===== src/rtl/sm3_pkg.sv =====
// sm3_pkg: SM3 word/block constants, expansion FSM states and rotate/P1 helpers
package sm3_pkg;
  localparam int SM3_WORD_W = 32;
  localparam int SM3_BLK_WORDS = 16;
  localparam int SM3_ROUNDS = 64;
  typedef logic [SM3_WORD_W-1:0] sm3_word_t;
  typedef enum logic {ST_LOAD, ST_RUN} sm3_expnd_st_e;
  function automatic sm3_word_t rotl32(sm3_word_t x, int unsigned n);
    return (x << n) | (x >> (SM3_WORD_W - n));
  endfunction
  function automatic sm3_word_t p1(sm3_word_t x);
    return x ^ rotl32(x, 15) ^ rotl32(x, 23);
  endfunction
endpackage


===== src/rtl/sm3_msg_expnd_engine_if.sv =====
// sm3_msg_expnd_engine_if: beat input handshake plus round output stream (slave = engine, master = source/sink)
interface sm3_msg_expnd_engine_if #(parameter int INPT_DW = 32);
  logic [INPT_DW-1:0] inpt_data_i;
  logic               inpt_vld_i;
  logic               inpt_lst_i;
  logic               inpt_rdy_o;
  logic [31:0]        expnd_otpt_wj_o;
  logic [31:0]        expnd_otpt_wjj_o;
  logic               expnd_otpt_lst_o;
  logic               expnd_otpt_vld_o;
  modport slave (
    input  inpt_data_i, inpt_vld_i, inpt_lst_i,
    output inpt_rdy_o, expnd_otpt_wj_o, expnd_otpt_wjj_o, expnd_otpt_lst_o, expnd_otpt_vld_o
  );
  modport master (
    output inpt_data_i, inpt_vld_i, inpt_lst_i,
    input  inpt_rdy_o, expnd_otpt_wj_o, expnd_otpt_wjj_o, expnd_otpt_lst_o, expnd_otpt_vld_o
  );
endinterface


===== src/rtl/sm3_expnd_wgen.sv =====
// sm3_expnd_wgen: combinational W[j+16] from window words w0,w3,w7,w10,w13 (in: i_w*, out: o_w16)
module sm3_expnd_wgen
  import sm3_pkg::*;
(
  input  sm3_word_t i_w0,
  input  sm3_word_t i_w3,
  input  sm3_word_t i_w7,
  input  sm3_word_t i_w10,
  input  sm3_word_t i_w13,
  output sm3_word_t o_w16
);
  assign o_w16 = p1(i_w0 ^ i_w7 ^ rotl32(i_w13, 15)) ^ rotl32(i_w3, 7) ^ i_w10;
endmodule


===== src/rtl/sm3_msg_expnd_engine.sv =====
// sm3_msg_expnd_engine: loads 16-word blocks over bus (slave) and streams 64 rounds of Wj/W'j; ports clk, rst, bus
module sm3_msg_expnd_engine
  import sm3_pkg::*;
#(
  parameter int INPT_DW = 32
) (
  input logic                  clk,
  input logic                  rst,
  sm3_msg_expnd_engine_if.slave bus
);
  localparam int BEATS = SM3_BLK_WORDS / (INPT_DW / 32);
  sm3_expnd_st_e r_st, w_st_nxt;
  sm3_word_t     r_win [SM3_BLK_WORDS];
  sm3_word_t     w_win_nxt [SM3_BLK_WORDS];
  logic [3:0]    r_cnt, w_cnt_nxt;
  logic [5:0]    r_rnd, w_rnd_nxt;
  logic          r_mlst, w_mlst_nxt;
  sm3_word_t     r_wj, r_wjj;
  logic          r_lst, r_vld;
  logic          w_xfer, w_fin, w_run_nxt;
  sm3_word_t     w_push;
  logic [63:0]   w_beat;
  assign bus.inpt_rdy_o = (r_st == ST_LOAD) & ~rst;
  assign w_xfer = bus.inpt_rdy_o & bus.inpt_vld_i;
  assign w_fin = w_xfer & (r_cnt == 4'(BEATS - 1));
  assign w_beat = 64'(bus.inpt_data_i);
  assign w_run_nxt = w_st_nxt == ST_RUN;
  sm3_expnd_wgen u_wgen (
    .i_w0 (r_win[0]),
    .i_w3 (r_win[3]),
    .i_w7 (r_win[7]),
    .i_w10(r_win[10]),
    .i_w13(r_win[13]),
    .o_w16(w_push)
  );
  // The window is only touched on a real transfer or in RUN, so idle X data never enters it.
  always_comb begin
    w_st_nxt = r_st;
    w_win_nxt = r_win;
    w_cnt_nxt = r_cnt;
    w_rnd_nxt = r_rnd;
    w_mlst_nxt = r_mlst;
    if (r_st == ST_RUN) begin
      for (int k = 0; k < 15; k++) w_win_nxt[k] = r_win[k+1];
      w_win_nxt[15] = w_push;
      w_rnd_nxt = r_rnd + 6'd1;
      w_st_nxt = r_rnd == 6'd63 ? ST_LOAD : ST_RUN;
    end else if (w_xfer) begin
      if (INPT_DW == 64) begin
        for (int k = 0; k < 14; k++) w_win_nxt[k] = r_win[k+2];
        w_win_nxt[14] = w_beat[63:32];
      end else begin
        for (int k = 0; k < 15; k++) w_win_nxt[k] = r_win[k+1];
      end
      w_win_nxt[15] = w_beat[31:0];
      w_cnt_nxt = w_fin ? 4'd0 : r_cnt + 4'd1;
      w_mlst_nxt = w_fin ? bus.inpt_lst_i : r_mlst;
      w_st_nxt = w_fin ? ST_RUN : ST_LOAD;
    end
  end
  // Output registers are loaded from next-state values so round 0 shows right after the final beat.
  always_ff @(posedge clk) begin
    if (rst) begin
      r_st <= ST_LOAD;
      r_win <= '{default: '0};
      r_cnt <= '0;
      r_rnd <= '0;
      r_mlst <= 1'b0;
      r_wj <= '0;
      r_wjj <= '0;
      r_lst <= 1'b0;
      r_vld <= 1'b0;
    end else begin
      r_st <= w_st_nxt;
      r_win <= w_win_nxt;
      r_cnt <= w_cnt_nxt;
      r_rnd <= w_rnd_nxt;
      r_mlst <= w_mlst_nxt;
      r_vld <= w_run_nxt;
      r_wj <= w_run_nxt ? w_win_nxt[0] : '0;
      r_wjj <= w_run_nxt ? w_win_nxt[0] ^ w_win_nxt[4] : '0;
      r_lst <= w_run_nxt & w_mlst_nxt & (w_rnd_nxt == 6'd63);
    end
  end
  assign bus.expnd_otpt_wj_o = r_wj;
  assign bus.expnd_otpt_wjj_o = r_wjj;
  assign bus.expnd_otpt_lst_o = r_lst;
  assign bus.expnd_otpt_vld_o = r_vld;
  // The round counter leaves RUN by wrapping 63->0, so it must sit at zero throughout LOAD.
  a_rnd_idle_in_load: assert property (@(posedge clk) disable iff (rst) (r_st == ST_LOAD) |-> (r_rnd == 6'd0));
endmodule


===== src/flat_wrapper.sv =====
// flat-port wrapper written by rule: the top's interface ports become plain ports
module sm3_msg_expnd_engine_flat import sm3_pkg::*;
#(
  parameter int INPT_DW = 32
)
  (clk, rst, bus_inpt_data_i, bus_inpt_vld_i, bus_inpt_lst_i, bus_inpt_rdy_o, bus_expnd_otpt_wj_o, bus_expnd_otpt_wjj_o, bus_expnd_otpt_lst_o, bus_expnd_otpt_vld_o);
  sm3_msg_expnd_engine_if #(.INPT_DW(INPT_DW)) bus_i ();
  input logic clk;
  input logic rst;
  input wire logic [$bits(bus_i.inpt_data_i)-1:0] bus_inpt_data_i;
  input wire logic [$bits(bus_i.inpt_vld_i)-1:0] bus_inpt_vld_i;
  input wire logic [$bits(bus_i.inpt_lst_i)-1:0] bus_inpt_lst_i;
  output wire logic [$bits(bus_i.inpt_rdy_o)-1:0] bus_inpt_rdy_o;
  output wire logic [$bits(bus_i.expnd_otpt_wj_o)-1:0] bus_expnd_otpt_wj_o;
  output wire logic [$bits(bus_i.expnd_otpt_wjj_o)-1:0] bus_expnd_otpt_wjj_o;
  output wire logic [$bits(bus_i.expnd_otpt_lst_o)-1:0] bus_expnd_otpt_lst_o;
  output wire logic [$bits(bus_i.expnd_otpt_vld_o)-1:0] bus_expnd_otpt_vld_o;
  assign bus_i.inpt_data_i = bus_inpt_data_i;
  assign bus_i.inpt_vld_i = bus_inpt_vld_i;
  assign bus_i.inpt_lst_i = bus_inpt_lst_i;
  assign bus_inpt_rdy_o = bus_i.inpt_rdy_o;
  assign bus_expnd_otpt_wj_o = bus_i.expnd_otpt_wj_o;
  assign bus_expnd_otpt_wjj_o = bus_i.expnd_otpt_wjj_o;
  assign bus_expnd_otpt_lst_o = bus_i.expnd_otpt_lst_o;
  assign bus_expnd_otpt_vld_o = bus_i.expnd_otpt_vld_o;
  sm3_msg_expnd_engine #(.INPT_DW(INPT_DW)) u_core (.clk(clk), .rst(rst), .bus(bus_i));
endmodule

===== config.mk =====
export PLATFORM = sky130hd
export DESIGN_NAME = sm3_msg_expnd_engine_flat
export DESIGN_NICKNAME = d
export VERILOG_FILES = /design/src/rtl/sm3_pkg.sv /design/src/rtl/sm3_msg_expnd_engine_if.sv /design/src/rtl/sm3_expnd_wgen.sv /design/src/rtl/sm3_msg_expnd_engine.sv /design/src/flat_wrapper.sv
export SDC_FILE = /design/constraint.sdc
export NUM_CORES = 1
export LEC_CHECK = 0
export ABC_AREA = 0
export CAP_MARGIN = 20
export CORE_ASPECT_RATIO = 1.4
export CORE_MARGIN = 5
export CORE_UTILIZATION = 35
export DETAILED_ROUTE_END_ITERATION = 10
export SYNTH_ARGS = -nofsm -noshare
export SYNTH_HDL_FRONTEND = slang
export SYNTH_SLANG_ARGS = --single-unit

===== constraint.sdc =====
create_clock -name clk -period 3.7 [get_ports clk]
set_clock_uncertainty 0.15 [all_clocks]
set_input_delay 0.37 -clock clk [delete_from_list [all_inputs] [get_ports clk]]
set_output_delay 0.37 -clock clk [all_outputs]
set_load 0.02 [all_outputs]

==> flow_metrics.tcl <==
set metrics [dict create \
    synth_cell_types 34 \
    numCtsBuffers 52 \
    dieArea_um2 70000 \
    postSynthCellCount 2652 \
    synth_area_leaders "dfxtp_1 (52%), nand2_1 (15%), a21oi_1 (11%)" \
    wl_per_cell_um 17.3 \
    path_buf_inv 4 \
    syn_area_per_cell_um2 8.55 \
    path_clk_slew_ns 0.06 \
    via_count 17300 \
    grt_overflow_total 0 \
    p_per_area_nw_per_um2 472 \
    drv_slew 0 \
    clk_path_buf_depth 3 \
    grt_antenna_before_repair 0 \
    area_delta_synth_final_pct 14.4 \
    worstPathArrival_ns 2.55 \
    ys_seq_elements 589 \
    period_share_pct 82.9 \
    cts_tree "built" \
    synth_area_leader_cell "dfxtp_1" \
    drv_cap 0 \
    cp_data_required_time_ns 3.18 \
    dr.pass1.iters 5 \
    max_stage_delay_ns 0.57 \
    worstMarginPinSlew_ns 1.22 \
    min_period_ns 3.07 \
    drc 0 \
    coreArea_um2 64300 \
    placed_cells_incl_taps 3439 \
    die_x_um 225 \
    clockRootBuffer "clkbuf_16" \
    crit_chain "dlygate4sd3_1 -> buf_8 -> buf_12 -> nor2_1 -> clkdlybuf4s50_1" \
    hpwl_um 41400 \
    fin_tns_setup_ns 0 \
    cts-resized-gates 0 \
    syn_area_um2 22700 \
    setup_viol 0 \
    io_pins 103 \
    peakVddDrop_uv 307 \
    synth_nets 2690 \
    routed_wl_um 61100 \
    fp-row-count 110 \
    status "finished, final reports clean" \
    crit_fanout 216 \
    yosys.area.top_type_share_pct 52.0 \
    cp_top_family "buffers and inverters" \
    hold_depth 2 \
    crit_slowest_cell "clkdlybuf4s50_1" \
    startpoint_type "primary input" \
    ant_nets 0 \
    cts_sinks 589 \
    cp-end-kind "output port" \
    fin_nets 2692 \
    antenna_cells 0 \
    cts.htree.levels 2 \
    yosysSeqAreaShare_pct 52.0 \
    drive_above_1_share_pct 6.02 \
    worstSkewPairLatency_ns 0.58 \
    start_util_pct 35.3 \
    rsz0062_at_grt "false" \
    port_buffers 102 \
    r2r.worst_path.cells 5 \
    instances_no_fill 3529 \
    fmax_mhz 326 \
    critPathKind "in2out" \
    grt_pass1_vias 16800 \
    gp_congestion 0.805 \
    relSlewSlack_pct 18.6 \
    ys_warn_count 0 \
    cp.depth 5 \
    grt_max_degree 231 \
    die_y_um 311 \
    finalHoldViolCount 0 \
    track_usage_pct 16.9 \
    vias_per_cell 4.89 \
    grt_pass1_wl_um 95000 \
    p_leak_uw 0.00864 \
    holdCritPathClass "reg2reg" \
    first_iter_violations 1256 \
]
==> worst min-delay path, stage by stage, from the launching register on <==
cell     delay (ns)
dfxtp_1        0.31
nand2_1        0.05
a21oi_1        0.05
==> power by group <==
part,switching [uW],total (uW),internal [uW]
Clock,2350,5340,2990
Sequential,22.1,6390,6370
Combinational,351,496,145
==> state kept, by name, indices dropped and copies added (netlist names) <==
name / count
u_core.r_cnt: 4
u_core.bus.expnd_otpt_lst_o: 1
u_core.r_win: 512
u_core.r_st: 1
u_core.r_rnd: 6
u_core.bus.expnd_otpt_wjj_o: 32
u_core.r_mlst: 1
u_core.bus.expnd_otpt_wj_o: 32
==> kinds of logic (layout without fill, tap and decap cells) <==
kind of cell,count (synthesis),count (layout),share of synthesized area [%]
simple gates,1023,1023,17.2
flops,589,589,52.0
compound gates,554,554,12.8
xor+xnor,230,230,10.8
buf+inv,189,226,4.00
mux,65,65,3.05
fa+ha+maj,2,2,0.110
==> routing by layer <==
metal / share of wire (%) / vias to the layer above / GRT usage (%)
met2: 49 / 341 / 28.8
met5: 0 / - / 0
met3: 3.5 / 111 / 1.80
met4: 5.2 / 0 / 8.06
met1: 42 / 8240 / 21.3
li1: - / 8565 / -
==> path summary, 6_finish.rpt <==
path / slack [ns] / from / endpoint
max: 0.63 / rst / bus_inpt_rdy_o
min: 0.30 / u_core.r_win[252] / u_core.r_win[252]
max reg2reg: 1.55 / u_core.r_st / u_core.bus.expnd_otpt_wjj_o[28]
min reg2reg: 0.30 / u_core.r_win[252] / u_core.r_win[252]
==> placed cells by master (no fill, tap or decap), types with 2 or more instances in the layout <==
cell type        count
buf_12              13
mux2_2              32
a21oi_1            484
nor2_1             103
clkdlybuf4s50_1    100
bufinv_16            2
a211oi_2            10
inv_1                2
or3_1                2
clkbuf_16           53
xnor2_1            161
xor2_1              37
nand2b_1             2
dfxtp_1            588
o21ai_0             33
xnor3_1             32
ha_1                 2
a211oi_1            22
nand2_1            905
clkbuf_1            10
nand3_1              3
clkbuf_8            12
buf_4               19
mux2i_1             33
clkinv_2            11
==> cell usage after synthesis (all sizes together) <==
cell type and number:
nand4 2, a21o 1, and3 1, or3 2
o22a 1, nand2 905, ha 2, a21oi 485
dfxtp 589, o21a 1, xnor2 161, nand3 3
buf 102, mux2i 33, nand2b 2, a211oi 32
and4bb 1, xnor3 32, nor3 2, nor2b 1
or4 1, o21ai 34, nor2 103, clkbuf 85
inv 2, xor2 37, mux2 32
==> cell type report <==
type	count	area (um2)
clock buffers	75	1530
clock inverters	14	124
fillers	6347	38300
inverters	2	7.51
multi-input cells	1874	10000
flip-flops and latches	589	11800
well taps	840	1050
repair buffers	135	1430
==> stage by stage <==
step	util, %	power [uW]	instance area (um2)	hold WS [ns]	setup WS [ns]
2_1_floorplan	-	6870	22700	0.282	1.76
3_3_place_gp	37.8	7030	24300	0.288	1.12
3_5_place_dp	37.8	7030	24300	0.293	1.12
4_1_cts	40.4	12400	25900	0.302	0.539
5_1_grt	40.4	12700	25900	0.312	0.487
6_report	40.4	12200	25900	0.301	0.633
==> repair_timing <==
| action | 4_1_cts | 5_1_grt |
|---|---|---|
| hold endpoints to repair | 31 | 0 |
| buffers inserted | 0 | 0 |
| hold buffers | 1 | 0 |
| endpoints found under the setup margin | 0 | 0 |
No activity file was read; power rests on OpenSTA's default activity.
